===== src/rtl/xor_tap_sequencer_pkg.sv =====
// Shared sizing, FSM state type and address packing for the XOR tap sequencer.
// Sizing comes from localparams here rather than module parameters, so the interface and all modules agree on every width.
package xor_seq_pkg;

    localparam int NUM_TAPS = 6;
    localparam int CH_W     = 5;
    localparam int DQ_W     = 16;
    localparam int DQN_W    = 11;
    localparam int ADDR_W   = CH_W + 3;
    localparam int TAP_W    = $clog2(NUM_TAPS + 1);

    typedef enum logic [1:0] {IDLE, RUN, DRAIN, DONE} state_e;

    // Each channel owns eight tap slots in the delay-line RAM.
    function automatic logic [ADDR_W-1:0] pack_addr(input logic [CH_W-1:0] ch,
                                                    input logic [2:0]      tap);
        return {ch, tap};
    endfunction

endpackage


===== src/rtl/xor_tap_sequencer_if.sv =====
// Handshake, RAM and shared-XOR signals of the tap sequencer.
// Optional macro XOR_ZERO_GATE_EN adds the dq_zero flag.
interface xor_tap_sequencer_if;

    logic                             start;
    logic [xor_seq_pkg::CH_W-1:0]     chan;
    logic [xor_seq_pkg::DQ_W-1:0]     dq_in;
    logic                             busy;
    logic                             done;
    logic [xor_seq_pkg::NUM_TAPS-1:0] u_vec;
    logic                             rd_en;
    logic [xor_seq_pkg::ADDR_W-1:0]   rd_addr;
    logic [xor_seq_pkg::DQN_W-1:0]    rd_data;
    logic [xor_seq_pkg::DQ_W-1:0]     xor_dq;
    logic [xor_seq_pkg::DQN_W-1:0]    xor_dqn;
    logic                             xor_un;

`ifdef XOR_ZERO_GATE_EN
    logic                             dq_zero;

    modport master (output start, chan, dq_in, rd_data, xor_un,
                    input  busy, done, u_vec, rd_en, rd_addr, xor_dq, xor_dqn, dq_zero);
    modport slave  (input  start, chan, dq_in, rd_data, xor_un,
                    output busy, done, u_vec, rd_en, rd_addr, xor_dq, xor_dqn, dq_zero);
`else
    modport master (output start, chan, dq_in, rd_data, xor_un,
                    input  busy, done, u_vec, rd_en, rd_addr, xor_dq, xor_dqn);
    modport slave  (input  start, chan, dq_in, rd_data, xor_un,
                    output busy, done, u_vec, rd_en, rd_addr, xor_dq, xor_dqn);
`endif

endinterface


===== src/rtl/xor_tap_sequencer_capture.sv =====
// Tap-indexed capture register: collects one Un bit per tap into the U vector.
module xor_tap_capture
    import xor_seq_pkg::*;
(
    input  logic                clk,
    input  logic                reset,
    input  logic                clear_i,
    input  logic                load_i,
    input  logic [TAP_W-1:0]    idx_i,
    input  logic                bit_i,
    output logic [NUM_TAPS-1:0] u_vec_o
);

    logic [NUM_TAPS-1:0] u_q, u_d;

    always_comb begin
        u_d = u_q;
        if (clear_i) begin
            u_d = '0;
        end else if (load_i) begin
            for (int k = 0; k < NUM_TAPS; k++) begin
                if (idx_i == TAP_W'(k)) begin
                    u_d[k] = bit_i;
                end
            end
        end
    end

    always_ff @(posedge clk or negedge reset) begin
        if (!reset) begin
            u_q <= '0;
        end else begin
            u_q <= u_d;
        end
    end

    assign u_vec_o = u_q;

endmodule


===== src/rtl/xor_tap_sequencer.sv =====
// Walks the six DQn taps of one channel through the shared sign XOR and gathers U.
// Optional macro XOR_ZERO_GATE_EN skips the RAM walk when the DQ magnitude is zero.
module xor_tap_sequencer
    import xor_seq_pkg::*;
(
    input  logic clk,
    input  logic reset,
    input  logic scan_in0,
    input  logic scan_in1,
    input  logic scan_in2,
    input  logic scan_in3,
    input  logic scan_in4,
    input  logic scan_enable,
    input  logic test_mode,
    output logic scan_out0,
    output logic scan_out1,
    output logic scan_out2,
    output logic scan_out3,
    output logic scan_out4,
    xor_tap_sequencer_if.slave bus
);

    state_e              state_q, state_d;
    logic [TAP_W-1:0]    tap_q, tap_d;
    logic [CH_W-1:0]     chan_q, chan_d;
    logic [DQ_W-1:0]     dq_q, dq_d;
    logic                cap_q, cap_d;
    logic [TAP_W-1:0]    cap_idx_q, cap_idx_d;
    logic                clear_u;
    logic [NUM_TAPS-1:0] u_vec;
    logic                unused_scan;
`ifdef XOR_ZERO_GATE_EN
    logic                zero_q, zero_d;
`endif

    // A capture is pending in the cycle after every RAM read, tagged with the tap it belongs to.
    always_comb begin
        state_d   = state_q;
        tap_d     = tap_q;
        chan_d    = chan_q;
        dq_d      = dq_q;
        clear_u   = 1'b0;
        cap_d     = (state_q == RUN);
        cap_idx_d = tap_q;
`ifdef XOR_ZERO_GATE_EN
        zero_d    = zero_q;
`endif
        case (state_q)
            IDLE: begin
                if (bus.start) begin
                    chan_d  = bus.chan;
                    dq_d    = bus.dq_in;
                    tap_d   = '0;
                    clear_u = 1'b1;
                    state_d = RUN;
`ifdef XOR_ZERO_GATE_EN
                    zero_d  = (bus.dq_in[DQ_W-2:0] == '0);
                    if (bus.dq_in[DQ_W-2:0] == '0) begin
                        state_d = DONE;
                    end
`endif
                end
            end
            RUN: begin
                tap_d = tap_q + TAP_W'(1);
                if (tap_q == TAP_W'(NUM_TAPS - 1)) begin
                    state_d = DRAIN;
                end
            end
            DRAIN:   state_d = DONE;
            DONE:    state_d = IDLE;
            default: state_d = IDLE;
        endcase
    end

    always_ff @(posedge clk or negedge reset) begin
        if (!reset) begin
            state_q   <= IDLE;
            tap_q     <= '0;
            chan_q    <= '0;
            dq_q      <= '0;
            cap_q     <= 1'b0;
            cap_idx_q <= '0;
`ifdef XOR_ZERO_GATE_EN
            zero_q    <= 1'b0;
`endif
        end else begin
            state_q   <= state_d;
            tap_q     <= tap_d;
            chan_q    <= chan_d;
            dq_q      <= dq_d;
            cap_q     <= cap_d;
            cap_idx_q <= cap_idx_d;
`ifdef XOR_ZERO_GATE_EN
            zero_q    <= zero_d;
`endif
        end
    end

    xor_tap_capture u_capture (
        .clk     (clk),
        .reset   (reset),
        .clear_i (clear_u),
        .load_i  (cap_q),
        .idx_i   (cap_idx_q),
        .bit_i   (bus.xor_un),
        .u_vec_o (u_vec)
    );

    assign bus.busy    = (state_q == RUN) || (state_q == DRAIN);
    assign bus.done    = (state_q == DONE);
    assign bus.rd_en   = (state_q == RUN);
    assign bus.rd_addr = (state_q == RUN) ? pack_addr(chan_q, 3'(tap_q)) : '0;
    assign bus.xor_dq  = dq_q;
    assign bus.xor_dqn = cap_q ? bus.rd_data : '0;
    assign bus.u_vec   = u_vec;
`ifdef XOR_ZERO_GATE_EN
    assign bus.dq_zero = zero_q && (state_q == DONE);
`endif

    // Scan chain is stitched in later; until then the outputs are held low.
    assign unused_scan = ^{scan_in0, scan_in1, scan_in2, scan_in3, scan_in4, scan_enable, test_mode};
    assign scan_out0   = 1'b0;
    assign scan_out1   = 1'b0;
    assign scan_out2   = 1'b0;
    assign scan_out3   = 1'b0;
    assign scan_out4   = 1'b0;

endmodule


===== src/flat_wrapper.sv =====
// flat-port wrapper written by rule: the top's interface ports become plain ports
module xor_tap_sequencer_flat import xor_seq_pkg::*;
  (clk, reset, scan_in0, scan_in1, scan_in2, scan_in3, scan_in4, scan_enable, test_mode, scan_out0, scan_out1, scan_out2, scan_out3, scan_out4, bus_start, bus_chan, bus_dq_in, bus_rd_data, bus_xor_un, bus_busy, bus_done, bus_u_vec, bus_rd_en, bus_rd_addr, bus_xor_dq, bus_xor_dqn);
  xor_tap_sequencer_if bus_i ();
  input  logic clk;
  input  logic reset;
  input  logic scan_in0;
  input  logic scan_in1;
  input  logic scan_in2;
  input  logic scan_in3;
  input  logic scan_in4;
  input  logic scan_enable;
  input  logic test_mode;
  output logic scan_out0;
  output logic scan_out1;
  output logic scan_out2;
  output logic scan_out3;
  output logic scan_out4;
  input wire logic [$bits(bus_i.start)-1:0] bus_start;
  input wire logic [$bits(bus_i.chan)-1:0] bus_chan;
  input wire logic [$bits(bus_i.dq_in)-1:0] bus_dq_in;
  input wire logic [$bits(bus_i.rd_data)-1:0] bus_rd_data;
  input wire logic [$bits(bus_i.xor_un)-1:0] bus_xor_un;
  output wire logic [$bits(bus_i.busy)-1:0] bus_busy;
  output wire logic [$bits(bus_i.done)-1:0] bus_done;
  output wire logic [$bits(bus_i.u_vec)-1:0] bus_u_vec;
  output wire logic [$bits(bus_i.rd_en)-1:0] bus_rd_en;
  output wire logic [$bits(bus_i.rd_addr)-1:0] bus_rd_addr;
  output wire logic [$bits(bus_i.xor_dq)-1:0] bus_xor_dq;
  output wire logic [$bits(bus_i.xor_dqn)-1:0] bus_xor_dqn;
  assign bus_i.start = bus_start;
  assign bus_i.chan = bus_chan;
  assign bus_i.dq_in = bus_dq_in;
  assign bus_i.rd_data = bus_rd_data;
  assign bus_i.xor_un = bus_xor_un;
  assign bus_busy = bus_i.busy;
  assign bus_done = bus_i.done;
  assign bus_u_vec = bus_i.u_vec;
  assign bus_rd_en = bus_i.rd_en;
  assign bus_rd_addr = bus_i.rd_addr;
  assign bus_xor_dq = bus_i.xor_dq;
  assign bus_xor_dqn = bus_i.xor_dqn;
  xor_tap_sequencer u_core (.clk(clk), .reset(reset), .scan_in0(scan_in0), .scan_in1(scan_in1), .scan_in2(scan_in2), .scan_in3(scan_in3), .scan_in4(scan_in4), .scan_enable(scan_enable), .test_mode(test_mode), .scan_out0(scan_out0), .scan_out1(scan_out1), .scan_out2(scan_out2), .scan_out3(scan_out3), .scan_out4(scan_out4), .bus(bus_i));
endmodule

===== config.mk =====
export PLATFORM = sky130hd
export DESIGN_NAME = xor_tap_sequencer_flat
export DESIGN_NICKNAME = d
export VERILOG_FILES = /design/src/rtl/xor_tap_sequencer_pkg.sv /design/src/rtl/xor_tap_sequencer_if.sv /design/src/rtl/xor_tap_sequencer_capture.sv /design/src/rtl/xor_tap_sequencer.sv /design/src/flat_wrapper.sv
export SDC_FILE = /design/constraint.sdc
export NUM_CORES = 1
export LEC_CHECK = 0
export ABC_AREA = 1
export CAP_MARGIN = 20
export CORE_MARGIN = 2
export CORE_UTILIZATION = 25
export CTS_BUF_LIST = sky130_fd_sc_hd__clkbuf_8
export DETAILED_ROUTE_END_ITERATION = 8
export DONT_BUFFER_PORTS = 1
export GPL_ROUTABILITY_DRIVEN = 0
export GPL_TIMING_DRIVEN = 0
export PLACE_DENSITY_LB_ADDON = 0.08
export SLEW_MARGIN = 20
export SYNTH_ARGS = -nofsm -noshare
export SYNTH_HDL_FRONTEND = slang
export SYNTH_SLANG_ARGS = --single-unit

===== constraint.sdc =====
create_clock -name clk -period 1.6 [get_ports clk]
set_input_delay 0.24 -clock clk [delete_from_list [all_inputs] [get_ports clk]]
set_output_delay 0.24 -clock clk [all_outputs]
set_load 0.05 [all_outputs]

==> flow_metrics.env, run 1 <==
export IMPL_status="finished with violations"
export IMPL_failed_checks="setup timing"
export IMPL_final_nets=307
export IMPL_grt_setup_unrepaired="true"
export IMPL_worst_ep_arrival_time_ps=1510
export IMPL_vias_per_cell=4.10
export IMPL_synthMuxAreaShare_pct=0
export IMPL_cts_htree_levels=2
export IMPL_yosysTopAreaCell="dfrtp_1"
export IMPL_die_area_um2=7900
export IMPL_gr_usage_all_layers_pct=11.4
export IMPL_synthXorXnorAreaFrac_pct=0
export IMPL_numPlacedInstances=339
export IMPL_finalWirelength_mm=4.39
export IMPL_ant_nets=0
export IMPL_finalSetupTns_ps=-1040
export IMPL_start_util_pct=26.2
export IMPL_period_share_pct=109
export IMPL_timing_hold_ws_ps=90.3
export IMPL_drt_iter0_drc=63
export IMPL_vias=1451
export IMPL_synth_compound_area_share_pct=0.556
export IMPL_yosysMostFrequentCell="nand2_1"
export IMPL_worstPathRequired_ps=1360
export IMPL_p_total_mw=5.61
export IMPL_cts_tree="done"
export IMPL_grt_max_degree=37
export IMPL_synth_top_family_by_area="simple AND/OR/NAND/NOR gates"
export IMPL_slew_limit_headroom_pct=66.6
export IMPL_wire_per_inst_um=12.4
export IMPL_cts_buffers=5
export IMPL_grt_pass1_vias=1340
export IMPL_r2r_cells=7
export IMPL_die_width_um=88.9
export IMPL_synthTopCellsByCount="nand2_1 (102), dfrtp_1 (36), inv_1 (36)"
export IMPL_clock_latency_ps=280
export IMPL_avgSynthCellArea_um2=7.53
export IMPL_rrSetupSlack_ps=170
export IMPL_tightest_slew_ps=501
export IMPL_hold_violations=0
export IMPL_min_path_type="in -> reg"
export IMPL_design_core_area_um2=6870
export IMPL_globalRouteOverflowTotal=0
export IMPL_die_h_um=88.9
export IMPL_setup_viol=8
export IMPL_vdd_drop_max_mv=0.857
export IMPL_portBuffers=0
export IMPL_pwr_density_cell_nw_per_um2=2480
export IMPL_synth_async_reset_ratio_pct=100
export IMPL_clkTransAtPathRegs_ps=80
export IMPL_holdPathStages=2
export IMPL_grt_pass1_wl_mm=6.86
export IMPL_worstSetupPathType="reg -> out"
export IMPL_cts_sinks=36
export IMPL_synth_area_top_cells="dfrtp_1 (50%), nand2_1 (21%), nand3_1 (9.2%), inv_1 (7.5%), ha_1 (4.9%)"
export IMPL_yosys_area_share_simple_pct=32.2
export IMPL_layout_drive_gt1_share_pct=22.1
export IMPL_drt_pre_antenna_iters=3
export IMPL_worst_path_max_fanout=6
export IMPL_drc=0
export IMPL_synth_adder_area_share_pct=4.86
export IMPL_num_rows=30
export IMPL_endpoint_kind="primary output"
export IMPL_ys_flop_type="dfrtp_1"
export IMPL_worst_clock_skew_ps=8.04
export IMPL_syn_inst=239
export IMPL_ys_seq_area_share_pct=50.0
export IMPL_worst_slack_ps=-150
export IMPL_stdcell_count=354
export IMPL_cap_viol_max_count=0
export IMPL_ys_seq_elements=36
export IMPL_syn_area_um2=1800
export IMPL_synth_edff_count=0
export IMPL_cp_start_kind="flip-flop"
export IMPL_yosysWarnings=0
export IMPL_antenna_found_initial=0
export IMPL_synth_top_area_share_pct=50.0
export IMPL_cts_max_path_buffers=2
export IMPL_fillers=723
export IMPL_timing_final_crit_period_ps=1750
export IMPL_hpwl_mm=3.04
export IMPL_io_pins=92
export IMPL_antennaDiodeCount=0
export IMPL_root_buffer="clkbuf_8"
export IMPL_fmax_mhz=571
export IMPL_leakage_nw=1.20
export IMPL_ys_types=11
export IMPL_slew_viol_final=0
export IMPL_area_growth_pct=25.6
per-layer routing:
| layer | up-vias | global-route usage (%) | wire length, um |
|---|---|---|---|
| met5 | - | 0 | 0 |
| met4 | 0 | 3.31 | 15 |
| met3 | 2 | 4.57 | 389 |
| met2 | 55 | 17.8 | 2130 |
| met1 | 652 | 14.6 | 1850 |
| li1 | 742 | - | - |
through the flow:
stage,setup WS [ps],area (um2),util [%]
finish,-150,2260,32.9
global placement,-116,1980,28.8
global route,-223,2260,32.9
floorplan,92.6,1860,-
detailed placement,-114,1980,28.8
CTS,-183,2240,32.6
state kept, by name (all words and copies together) (netlist names):
name	cells
u_core.state_q	2
u_core.bus.xor_dq	16
u_core.chan_q	5
u_core.cap_idx_q	3
u_core.cap_idx_d	3
u_core.cap_q	1
u_core.u_capture.u_vec_o	6
cell families (layout without fill, tap and decap cells):
group / Yosys count / in the layout
flops: 36 / 36
buf+inv: 50 / 65
fa+ha+maj: 7 / 7
simple gates: 143 / 143
other cells: 1 / 5
compound gates: 2 / 2
cell type report:
cell class / count / area (um2) / share of cell area, %
Buffer: 13 / 90.1 / 3.98
Clock buffer: 6 / 82.6 / 3.65
Clock inverter: 2 / 11.3 / 0.498
Inverter: 36 / 195 / 8.63
Multi-Input combinational cell: 157 / 764 / 33.8
Sequential cell: 36 / 902 / 39.9
Tap cell: 96 / 120 / 5.31
Timing Repair Buffer: 8 / 95.1 / 4.21
worst max-delay path, cell delays in order (launching register included):
cell and delay (ps):
dfrtp_1 390, inv_2 90, ha_4 300, buf_8 170
nand2_2 70, clkinvlp_4 200
cell usage in the layout (no fill, tap or decap):
cell	synthesis	final
dlygate4sd3_1	0	1
nand2_1	102	93
ha_1	7	5
inv_2	0	1
buf_12	0	1
clkinvlp_4	0	17
dfrtp_2	0	1
o21ai_0	2	2
clkbuf_8	0	6
buf_2	9	6
inv_1	36	20
buf_4	5	11
nand2_4	0	4
dfrtp_1	36	35
or2_2	1	1
ha_4	0	2
buf_16	0	1
conb_1	1	5
nand2_2	0	5
nor2_1	7	7
buf_8	0	1
nand3_1	33	33
timing repair:
item	4_1_cts	5_1_grt
gates resized for setup	24	7
pin swaps	1	1
cloned	1	0
endpoints found under the setup margin	25	27
buffers inserted	5	1
hold buffers	2	0
hold endpoints to repair	36	0
worst paths after layout:
kind | start | to
max in group asynchronous | reset | u_core.cap_q
max reg2reg | u_core.state_q[1] | u_core.cap_idx_d[1]
min | bus_dq_in[3] | u_core.bus.xor_dq[3]
max | u_core.state_q[1] | bus_rd_addr[0]
min reg2reg | u_core.chan_q[2] | u_core.chan_q[2]
min in group asynchronous | reset | u_core.u_capture.u_vec_o[3]
where the power goes:
part	leakage, nW	switching [mW]	internal, mW
Clock	0.0486	0.334	0.344
Combinational	0.697	1.64	0.772
Sequential	0.455	1.22	1.30
Total	1.20	3.19	2.41
Note: power is estimated with default switching activity, not from simulation.
==> run 2, diff against run 1 <==
CORE_MARGIN = unset   (was 2)
CORE_UTILIZATION = 50   (was 25)
==> run 2 against run 1 <==
Against the previous run:
- the flow still finishes with violations (setup timing)
- die area is 51% lower
- global-route usage is 7.8 points higher
- non-clock buffer count is 1 higher
- critical path depth stayed put
- sequential power is 2% lower
- final cell count is 14% lower
- count of clock-buffer cells in the layout stayed put
- critical path type unchanged
==> flow_metrics.env, run 2 (synthesis results as in run 1) <==
export IMPL_status="finished with violations"
export IMPL_failed_checks="setup timing"
export IMPL_antenna_found_initial=0
export IMPL_period_share_pct=108
export IMPL_antennaDiodeCount=0
export IMPL_fmax_mhz=580
export IMPL_clock_latency_ps=290
export IMPL_pre_cts_ws_ps=-67.8
export IMPL_root_buffer="clkbuf_8"
export IMPL_drt_iter0_drc=51
export IMPL_worstPathRequired_ps=1360
export IMPL_cp_startpoint="u_core.state_q[1]"
export IMPL_num_rows=21
export IMPL_die_width_um=62.0
export IMPL_finalSetupTns_ps=-906
export IMPL_worstSetupPathType="reg -> out"
export IMPL_endpoint_kind="primary output"
export IMPL_vias=1477
export IMPL_hpwl_mm=2.45
export IMPL_design_core_area_um2=3390
export IMPL_slew_viol_final=0
export IMPL_setup_viol=8
export IMPL_finalWirelength_mm=3.53
export IMPL_cts_tree="done"
export IMPL_r2r_start="u_core.state_q[0]"
export IMPL_worst_clock_skew_ps=5.57
export IMPL_die_h_um=62.0
export IMPL_io_pins=92
export IMPL_leakage_nw=1.27
export IMPL_largest_reg_flops=16
export IMPL_min_from="bus_dq_in[9]"
export IMPL_worst_path_max_fanout=6
export IMPL_timing_final_crit_period_ps=1730
export IMPL_layout_drive_gt1_share_pct=18.9
export IMPL_worst_ep_arrival_time_ps=1490
export IMPL_pwr_density_cell_nw_per_um2=2540
export IMPL_final_nets=308
export IMPL_ant_nets=0
export IMPL_grt_pass1_wl_mm=5.27
export IMPL_hold_violations=0
export IMPL_holdPathStages=2
export IMPL_grt_max_degree=37
export IMPL_portBuffers=0
export IMPL_vdd_drop_max_mv=1.19
export IMPL_final_cell_mix="nand2_1 (94), dfrtp_1 (36), nand3_1 (33)"
export IMPL_cp_start_kind="flip-flop"
export IMPL_cts_max_path_buffers=2
export IMPL_globalRouteOverflowTotal=0
export IMPL_final_common_cell="nand2_1"
export IMPL_wire_per_inst_um=11.6
export IMPL_vias_per_cell=4.84
export IMPL_min_path_type="in -> reg"
export IMPL_clkTransAtPathRegs_ps=70
export IMPL_gr_usage_all_layers_pct=19.2
export IMPL_area_growth_pct=20.1
export IMPL_drc=0
export IMPL_r2r_cells=7
export IMPL_die_area_um2=3840
export IMPL_cts_buffers=5
export IMPL_drt_pre_antenna_iters=4
export IMPL_start_util_pct=53.1
export IMPL_cts_htree_levels=2
export IMPL_cts_sinks=36
export IMPL_grt_pass1_vias=1223
export IMPL_rrSetupSlack_ps=150
export IMPL_grt_setup_unrepaired="true"
export IMPL_cap_viol_max_count=0
export IMPL_worst_slack_ps=-125
==> run 2: repair_timing <==
action,in CTS,in global routing
setup endpoints to repair,9,25
setup buffers,4,1
pin swaps,1,0
resized for setup,18,5
hold endpoints to repair,36,0
hold buffers,2,0
gates cloned,1,0
==> run 2: layout make-up <==
class	instances	area [um2]
Timing Repair Buffer	8	78.8
Multi-Input combinational cell	157	767
Sequential cell	36	901
Tap cell	46	57.6
Buffer	14	95.1
Clock buffer	6	82.6
Fill cell	300	1230
Clock inverter	2	11.3
Inverter	36	169
==> run 2: per-stage QoR <==
stage | util [%] | area (um2) | total power, mW | hold slack [ps] | cells
3_5_place_dp | 56.5 | 1920 | 4.49 | -54.8 | 289
5_1_grt | 63.8 | 2160 | 5.88 | 86.0 | 305
2_1_floorplan | - | 1860 | 4.17 | -55.6 | 243
4_1_cts | 62.8 | 2130 | 5.42 | 86.5 | 304
3_3_place_gp | 56.5 | 1920 | 4.44 | -54.9 | 289
6_report | 63.8 | 2160 | 5.49 | 89.6 | 305
==> run 2: report_power, final <==
group	total, mW	switching (mW)	internal (mW)
clock network	0.670	0.327	0.343
logic	2.35	1.63	0.725
registers	2.47	1.18	1.29
total	5.49	3.13	2.36
==> run 2: critical path, cell delays in order, from the launching register on <==
cell and delay [ps]:
dfrtp_1 390, inv_2 80, ha_4 280, buf_8 170, nand2_2 60, clkinvlp_4 200
==> run 2: worst paths after layout <==
check	to
setup / recovery	bus_rd_addr[5]
max in group asynchronous	u_core.bus.xor_dq[12]
setup reg to reg	u_core.cap_idx_d[2]
min in group asynchronous	u_core.u_capture.u_vec_o[2]
hold reg to reg	u_core.chan_q[3]
hold / removal	u_core.bus.xor_dq[9]
==> run 2: metal layers <==
| metal | vias up | global-route usage, % | share of wire, % | routed length (um) |
|---|---|---|---|---|
| met5 | - | 0 | 0 | 0 |
| li1 | 746 | - | - | - |
| met3 | 2 | 8.07 | 10 | 362 |
| met2 | 72 | 31.3 | 48 | 1700 |
| met1 | 657 | 23.2 | 41 | 1450 |
| met4 | 0 | 5.71 | 0.59 | 21 |
